<file path="config.mk">
export PLATFORM = sky130hd
export DESIGN_NAME = alu_writeback_stage_flat
export DESIGN_NICKNAME = d
export VERILOG_FILES = /design/src/rtl/alu_writeback_stage_if.sv /design/src/rtl/alu_writeback_stage.sv /design/src/flat_wrapper.sv
export SDC_FILE = /design/constraint.sdc
export NUM_CORES = 1
export LEC_CHECK = 0
export BUFFER_PORTS_ARGS = -buffer_cell sky130_fd_sc_hd__buf_4
export CAP_MARGIN = 0
export CORE_MARGIN = 2
export CORE_UTILIZATION = 45
export CTS_CLUSTER_SIZE = 20
export DETAILED_ROUTE_END_ITERATION = 8
export PLACE_DENSITY_LB_ADDON = 0.15
export SYNTH_ARGS = -nofsm -noshare
export SYNTH_HDL_FRONTEND = slang
export SYNTH_SLANG_ARGS = --single-unit
</file>
<file path="constraint.sdc">
create_clock -name clk -period 2 [get_ports clk]
set_input_delay 0.4 -clock clk [delete_from_list [all_inputs] [get_ports clk]]
set_output_delay 0.4 -clock clk [all_outputs]
set_load 0.02 [all_outputs]
</file>
<file path="src/rtl/alu_writeback_stage_if.sv">
// Bundle between the ALU writeback stage, its upstream ALU, the register-file write port and the data memory.
// The stage uses the slave modport. The environment driving the stage uses the master modport.
interface alu_writeback_stage_if #(
    parameter int DW = 8,
    parameter int RW = 3
);
    logic          in_valid;
    logic          in_ready;
    logic [3:0]    aluop;
    logic [DW-1:0] rslt;
    logic          sco;
    logic          zero;
    logic          less_than;
    logic          add_flag;
    logic [RW-1:0] dst_reg;
    logic [DW-1:0] store_data;

    logic          carry_flag;
    logic          zero_flag;
    logic          lt_flag;
    logic          add_flag_q;

    logic          reg_wr_en;
    logic [RW-1:0] reg_wr_addr;
    logic [DW-1:0] reg_wr_data;

    logic          mem_req;
    logic          mem_we;
    logic [DW-1:0] mem_addr;
    logic [DW-1:0] mem_wdata;
    logic [DW-1:0] mem_rdata;
    logic          mem_ack;
    logic          mem_err;

    modport master (
        output in_valid, aluop, rslt, sco, zero, less_than, add_flag, dst_reg, store_data,
        output mem_rdata, mem_ack,
        input  in_ready, carry_flag, zero_flag, lt_flag, add_flag_q,
        input  reg_wr_en, reg_wr_addr, reg_wr_data,
        input  mem_req, mem_we, mem_addr, mem_wdata, mem_err
    );

    modport slave (
        input  in_valid, aluop, rslt, sco, zero, less_than, add_flag, dst_reg, store_data,
        input  mem_rdata, mem_ack,
        output in_ready, carry_flag, zero_flag, lt_flag, add_flag_q,
        output reg_wr_en, reg_wr_addr, reg_wr_data,
        output mem_req, mem_we, mem_addr, mem_wdata, mem_err
    );
endinterface

</file>
<file path="src/rtl/alu_writeback_stage.sv">
// ALU writeback stage. It holds the architectural flags, writes ALU results to the register file,
// and runs load/store accesses with a req/ack handshake and a timeout.
module alu_writeback_stage #(
    parameter int DW      = 8,
    parameter int RW      = 3,
    parameter int TIMEOUT = 15
) (
    input logic                  clk,
    input logic                  rst_n,
    alu_writeback_stage_if.slave bus
);
    localparam int CW = (TIMEOUT > 2) ? $clog2(TIMEOUT) : 1;

    typedef enum logic {
        IDLE,
        MEM
    } state_t;

    state_t        state;
    logic [CW-1:0] cnt;
    logic [RW-1:0] mem_dst;
    logic          accept;

    assign bus.in_ready = (state == IDLE);
    assign accept       = bus.in_valid && (state == IDLE);

    // Flags are captured on every accept: the ALU already passes through the flags an op leaves alone.
    always_ff @(posedge clk or negedge rst_n) begin
        if (!rst_n) begin
            state           <= IDLE;
            cnt             <= '0;
            mem_dst         <= '0;
            bus.carry_flag  <= 1'b0;
            bus.zero_flag   <= 1'b0;
            bus.lt_flag     <= 1'b0;
            bus.add_flag_q  <= 1'b0;
            bus.reg_wr_en   <= 1'b0;
            bus.reg_wr_addr <= '0;
            bus.reg_wr_data <= '0;
            bus.mem_req     <= 1'b0;
            bus.mem_we      <= 1'b0;
            bus.mem_addr    <= '0;
            bus.mem_wdata   <= '0;
            bus.mem_err     <= 1'b0;
        end else begin
            bus.reg_wr_en <= 1'b0;
            if (accept) begin
                bus.carry_flag <= bus.sco;
                bus.zero_flag  <= bus.zero;
                bus.lt_flag    <= bus.less_than;
                bus.add_flag_q <= bus.add_flag;
            end
            case (state)
                IDLE: begin
                    if (accept) begin
                        case (bus.aluop)
                            4'd14, 4'd15: begin
                                bus.mem_addr  <= bus.rslt;
                                bus.mem_wdata <= bus.store_data;
                                bus.mem_we    <= (bus.aluop == 4'd14);
                                bus.mem_req   <= 1'b1;
                                mem_dst       <= bus.dst_reg;
                                cnt           <= '0;
                                state         <= MEM;
                            end
                            4'd1, 4'd2, 4'd3, 4'd4, 4'd5, 4'd6,
                            4'd10, 4'd11, 4'd12, 4'd13: begin
                                bus.reg_wr_en   <= 1'b1;
                                bus.reg_wr_addr <= bus.dst_reg;
                                bus.reg_wr_data <= bus.rslt;
                            end
                            default: ;
                        endcase
                    end
                end
                MEM: begin
                    // An ack in the timeout cycle still completes the access normally.
                    if (bus.mem_ack) begin
                        bus.mem_req <= 1'b0;
                        state       <= IDLE;
                        if (!bus.mem_we) begin
                            bus.reg_wr_en   <= 1'b1;
                            bus.reg_wr_addr <= mem_dst;
                            bus.reg_wr_data <= bus.mem_rdata;
                        end
                    end else if (cnt == CW'(TIMEOUT - 1)) begin
                        bus.mem_req <= 1'b0;
                        bus.mem_err <= 1'b1;
                        state       <= IDLE;
                    end else begin
                        cnt <= cnt + 1'b1;
                    end
                end
                default: state <= IDLE;
            endcase
        end
    end
endmodule

</file>
<file path="src/flat_wrapper.sv">
// flat-port wrapper written by rule: the top's interface ports become plain ports
module alu_writeback_stage_flat 
#(
    parameter int DW      = 8,
    parameter int RW      = 3,
    parameter int TIMEOUT = 15
)
  (clk, rst_n, bus_in_valid, bus_aluop, bus_rslt, bus_sco, bus_zero, bus_less_than, bus_add_flag, bus_dst_reg, bus_store_data, bus_mem_rdata, bus_mem_ack, bus_in_ready, bus_carry_flag, bus_zero_flag, bus_lt_flag, bus_add_flag_q, bus_reg_wr_en, bus_reg_wr_addr, bus_reg_wr_data, bus_mem_req, bus_mem_we, bus_mem_addr, bus_mem_wdata, bus_mem_err);
  alu_writeback_stage_if #(.DW(DW), .RW(RW)) bus_i ();
  input logic clk;
  input logic rst_n;
  input wire logic [$bits(bus_i.in_valid)-1:0] bus_in_valid;
  input wire logic [$bits(bus_i.aluop)-1:0] bus_aluop;
  input wire logic [$bits(bus_i.rslt)-1:0] bus_rslt;
  input wire logic [$bits(bus_i.sco)-1:0] bus_sco;
  input wire logic [$bits(bus_i.zero)-1:0] bus_zero;
  input wire logic [$bits(bus_i.less_than)-1:0] bus_less_than;
  input wire logic [$bits(bus_i.add_flag)-1:0] bus_add_flag;
  input wire logic [$bits(bus_i.dst_reg)-1:0] bus_dst_reg;
  input wire logic [$bits(bus_i.store_data)-1:0] bus_store_data;
  input wire logic [$bits(bus_i.mem_rdata)-1:0] bus_mem_rdata;
  input wire logic [$bits(bus_i.mem_ack)-1:0] bus_mem_ack;
  output wire logic [$bits(bus_i.in_ready)-1:0] bus_in_ready;
  output wire logic [$bits(bus_i.carry_flag)-1:0] bus_carry_flag;
  output wire logic [$bits(bus_i.zero_flag)-1:0] bus_zero_flag;
  output wire logic [$bits(bus_i.lt_flag)-1:0] bus_lt_flag;
  output wire logic [$bits(bus_i.add_flag_q)-1:0] bus_add_flag_q;
  output wire logic [$bits(bus_i.reg_wr_en)-1:0] bus_reg_wr_en;
  output wire logic [$bits(bus_i.reg_wr_addr)-1:0] bus_reg_wr_addr;
  output wire logic [$bits(bus_i.reg_wr_data)-1:0] bus_reg_wr_data;
  output wire logic [$bits(bus_i.mem_req)-1:0] bus_mem_req;
  output wire logic [$bits(bus_i.mem_we)-1:0] bus_mem_we;
  output wire logic [$bits(bus_i.mem_addr)-1:0] bus_mem_addr;
  output wire logic [$bits(bus_i.mem_wdata)-1:0] bus_mem_wdata;
  output wire logic [$bits(bus_i.mem_err)-1:0] bus_mem_err;
  assign bus_i.in_valid = bus_in_valid;
  assign bus_i.aluop = bus_aluop;
  assign bus_i.rslt = bus_rslt;
  assign bus_i.sco = bus_sco;
  assign bus_i.zero = bus_zero;
  assign bus_i.less_than = bus_less_than;
  assign bus_i.add_flag = bus_add_flag;
  assign bus_i.dst_reg = bus_dst_reg;
  assign bus_i.store_data = bus_store_data;
  assign bus_i.mem_rdata = bus_mem_rdata;
  assign bus_i.mem_ack = bus_mem_ack;
  assign bus_in_ready = bus_i.in_ready;
  assign bus_carry_flag = bus_i.carry_flag;
  assign bus_zero_flag = bus_i.zero_flag;
  assign bus_lt_flag = bus_i.lt_flag;
  assign bus_add_flag_q = bus_i.add_flag_q;
  assign bus_reg_wr_en = bus_i.reg_wr_en;
  assign bus_reg_wr_addr = bus_i.reg_wr_addr;
  assign bus_reg_wr_data = bus_i.reg_wr_data;
  assign bus_mem_req = bus_i.mem_req;
  assign bus_mem_we = bus_i.mem_we;
  assign bus_mem_addr = bus_i.mem_addr;
  assign bus_mem_wdata = bus_i.mem_wdata;
  assign bus_mem_err = bus_i.mem_err;
  alu_writeback_stage #(.DW(DW), .RW(RW), .TIMEOUT(TIMEOUT)) u_core (.clk(clk), .rst_n(rst_n), .bus(bus_i));
endmodule
</file>
======== After elaboration in Yosys (flattened, before gate mapping) ========
Index checks and enable logic that the tools add are counted.
W data, S select, Z words.
storage, ports and cells
  input bits .............................. 39
  register bits ........................... 43
  word-level logic and storage cells ...... 77
operators by class
  bitwise gates (word level) .............. 2
  reductions and logical operators ........ 8
  multiplexer cells ....................... 30
  eq/ne operators ......................... 21
  add/subtract/negate cells ............... 1
operator list
  kind                   count
  $mux W8                4
  $eq A4 B4 Y1 const B   7
  $mux W4                4
  $pmux W8 S2            1
  $eq A4 B3 Y1 const B   3
  $mux W1                12
  $mux W3                4
  $reduce_or A10 Y1      1
  $reduce_and A3 Y1      3
  $eq A4 B2 Y1 const B   2
  $ne A2 B2 Y1 const B   4
  $pmux W4 S2            1
  $reduce_and A4 Y1      2
  $ne A2 B1 Y1 const B   3
  $pmux W1 S2            3
  $pmux W3 S2            1
  $add A4 B1 Y4 const B  1
  $eq A4 B1 Y1 const B   1
  $ne A3 B3 Y1 const B   1
  $not A1 Y1             2
  $reduce_or A2 Y1       1
  $logic_and A1 B1 Y1    1

======== Depth between registers and ports, before layout ========
  depth after elaboration ................. 5
  mapped depth ............................ 7
  gate-level depth less buffers ........... 6

======== Least setup slack after synthesis ========
OpenSTA, ideal clock, no wires.
  path type ............................... flip-flop to flip-flop
  from .................................... register u_core.state
  to ...................................... register u_core.bus.reg_wr_addr[0]
  slack ................................... 0.497 ns
  buffers on the path ..................... 3
  cell stages (with the launch flop) ...... 8
  clock period less this slack ............ 1.503 ns
  arrival ................................. 1.379 ns
  cells stage by stage .................... dfrtp_1 > buf_6 > nor2b_4 > buf_6 > o311ai_2 > nand2_1 > buf_6 > mux2_2
between the ends
  longest elaborated chain between the ends .. 4
  elaborated cells between the ends (all ways) .. 8
RTL lines
  item                         line                          source
  start, declared              alu_writeback_stage.sv:19     state_t state;
  start signal, assigned       alu_writeback_stage.sv:30     state <= IDLE;
  start signal, assigned       alu_writeback_stage.sv:64     state <= MEM;
  start signal, assigned       alu_writeback_stage.sv:80     state <= IDLE;
  $not A1 Y1 (no line)         --
  $logic_and A1 B1 Y1          alu_writeback_stage.sv:25     assign accept = bus.in_valid && (state == IDLE);
  $ne A2 B1 Y1 (no line)       --
  $reduce_and A4 Y1 (no line)  --
  end signal, assigned         alu_writeback_stage.sv:69     bus.reg_wr_addr <= bus.dst_reg;
  end signal, assigned         alu_writeback_stage.sv:83     bus.reg_wr_addr <= mem_dst;
  end, declared                alu_writeback_stage_if.sv:47  output reg_wr_en, reg_wr_addr, reg_wr_data,
Parallel ways exist; a longest one is shown, timed or not.
A chain may end at the register's enable or synchronous reset.

======== Worst setup path in the final report ========
  from .................................... register u_core.state
  to ...................................... register u_core.bus.reg_wr_data[3]
between the ends
  longest elaborated chain between the ends .. 4
  elaborated cells between the ends (all ways) .. 8
RTL lines
  item                         line                          source
  $not A1 Y1 (no line)         --
  $logic_and A1 B1 Y1          alu_writeback_stage.sv:25
  $ne A2 B1 Y1 (no line)       --
  $reduce_and A4 Y1 (no line)  --
  end signal, assigned         alu_writeback_stage.sv:70     bus.reg_wr_data <= bus.rslt;
  end signal, assigned         alu_writeback_stage.sv:84     bus.reg_wr_data <= bus.mem_rdata;
  end, declared                alu_writeback_stage_if.sv:47
Parallel ways exist; a longest one is shown, timed or not.

==> metrics.cfg <==
[outcome]
status=finished, final reports clean

[pwr]
p_per_area_nw_per_um2=958
total_power_uw=2480
p_int_uw=1740
p_seq_frac=0.463
ir_drop_v=0.000581
combPwrFrac=0.317
switching_share=0.300
p_clk_frac=0.220
p_leak_uw=0.00130
power.switching_uw=743

[final_layout]
nNetsFinal=243
n_fill_cell=317
postLayoutCoreUtil=0.638
syn_to_final_growth_pct=34.8
antenna_cells=0
drive_above_1_share=0.653
final_cell_mix=buf_4, dfrtp_1, mux2_2
final_common_cell=buf_4

[synthesis]
netlist_area_um2=1920
seq_area_frac_synth=0.560
ys_seq_elements=43
ys.warnings.count=0
synthDistinctLibCells=22
avgSynthCellArea_um2=15.5
synth_nets=165
synth_cells=124

[global_routing]
antenna_found_initial=0
grt_usage=0.171
grt_pass1_wl_um=6580
gr-total-overflow=0
grt_max_degree=44
grt_pass1_vias=1370

[sta]
max_freq_ghz=0.573
fin_worst_skew_ns=0.00465
worstMarginPinSlew_ns=0.542
setup_tns_ns=0
max-slew-margin-rel=0.639
hold-worst-slack_ns=0.0921
slew_viol_final=0
finalHoldViolCount=0
rsz0062_at_grt=false
period_needed_ns=1.75
min_period_over_period=0.873
setup_viol=0

[clock_tree]
clk_pin_slew_worst_paths_ns=0.08
ctsResizeCount=0
htree_levels=2
clock_sinks=43
cts_tree=done
numCtsBuffers=5
post_cts_buffers=0
clockBufferDepth=2
postCtsHoldBufs=0
clk_latency_ns=0.28
cts-root-buf=clkbuf_8

[worst_hold_path]
hold_class=primary input to asynchronous set/reset pin

[routing]
first_pass_iters=6
vias=1247
avgViaCountPerCell=4.95
routed_wl_um=3930
wl_per_cell_um=15.6
drt_first_iter_violations=43
ant_nets=0
drcViolationCount=0

[critical_path]
path_class=flip-flop to flip-flop
critPathBufInv=0
worstPathCellList=nor2b_4, o311ai_2, nand2_1, mux2_2
critPathSlowestCell=dfrtp_1
crit_arrival_ns=1.92
start_kind=flip-flop
path_max_fanout=12
cpPeakStageDelay_ns=0.43
crit_family=simple AND/OR/NAND/NOR gates
endpoint_kind=flip-flop
cp_data_required_time_ns=2.17

[placement]
dpl.hpwl_um=2860
port_buffers=74
gp_congestion=0.806

[die]
dieArea_um2=4810
fp.dieH_um=69.3
row_count=23
die_x_um=69.3
start_util=0.473
fp.coreArea_um2=4060
io_pins=75

[job]
cap_violations=0

power by group through the flow:
stage	Combinational (uW)	Sequential, uW	Clock, uW
detailed placement	798	1160	0
floorplan	270	1330	0
CTS	801	1150	565
global route	840	1170	600
global placement	780	1150	0
finish	787	1150	545
cells by family after synthesis:
logic type	synth area share
simple gates	0.0528
mux	0.309
buf+inv	0.0391
fa+ha+maj	0.0130
flops	0.560
compound gates	0.0261
routing by layer:
| metal | up-vias | wire length (um) | global-route usage |
|---|---|---|---|
| met5 | - | 0 | 0 |
| met4 | 0 | 57 | 0.0654 |
| met2 | 43 | 1960 | 0.278 |
| li1 | 590 | - | - |
| met1 | 607 | 1670 | 0.214 |
| met3 | 7 | 245 | 0.0523 |
layout make-up:
class                      instances  area [um2]  area share
clock buffer                       6        82.6      0.0319
clock inverter                     1        5.00     0.00193
inverter                           4        15.0     0.00580
multi-input combinational         71         769       0.297
sequential                        43        1080       0.416
tap                               50        62.6      0.0242
timing repair buffer              77         578       0.223
state kept, by name (all words and copies together) (netlist names), 3 cells and up:
signal	count
u_core.bus.mem_addr	8
u_core.bus.reg_wr_addr	3
u_core.bus.mem_wdata	8
u_core.bus.reg_wr_data	8
u_core.mem_dst	3
u_core.cnt	4
synth_stat cells:
cell type	n	area [um2]
nand3b_1	1	7.51
nand3_1	1	5.00
inv_1	4	15.0
o311ai_2	1	16.3
nor2b_1	2	12.5
mux2_4	15	225
o22ai_1	1	6.26
nand2b_1	2	12.5
mux2i_1	3	30.0
dfrtp_1	43	1080
nor2b_4	1	13.8
nand4_1	1	6.26
o211ai_1	1	7.51
clkbuf_1	1	3.75
nand2_1	6	22.5
o21bai_1	1	7.51
a22oi_1	1	7.51
ha_1	2	25.0
nand4_4	1	21.3
mux2_2	30	338
buf_6	5	56.3
o21ai_0	1	5.00
final timing paths:
path / from / end / slack, ns / depth (start not counted)
worst max-delay path: u_core.state$_DFF_PN0_ / u_core.bus.reg_wr_data[3]$_DFFE_PN0P_ / 0.25 / 4
worst min-delay path: rst_n / u_core.bus.mem_err$_DFFE_PN0P_ / 0.09 / 1
worst max register to register: u_core.state$_DFF_PN0_ / u_core.bus.reg_wr_data[3]$_DFFE_PN0P_ / 0.25 / 4
worst min register to register: u_core.bus.mem_err$_DFFE_PN0P_ / u_core.bus.mem_err$_DFFE_PN0P_ / 0.48 / 1
max in group asynchronous: rst_n / u_core.bus.reg_wr_addr[2]$_DFFE_PN0P_ / 1.53 / 1
min in group clk: bus_store_data[3] / u_core.bus.mem_wdata[3]$_DFFE_PN0P_ / 0.34 / 2
through the flow:
step           worst slack, ns  instances  area (um2)
4_1_cts                  0.206        252        2590
3_5_place_dp             0.154        245        2500
3_3_place_gp             0.229        245        2500
5_1_grt                  0.129        252        2590
2_1_floorplan            0.497        124        1920
6_report                 0.253        252        2590
Note: power is estimated with default switching activity, not from simulation.
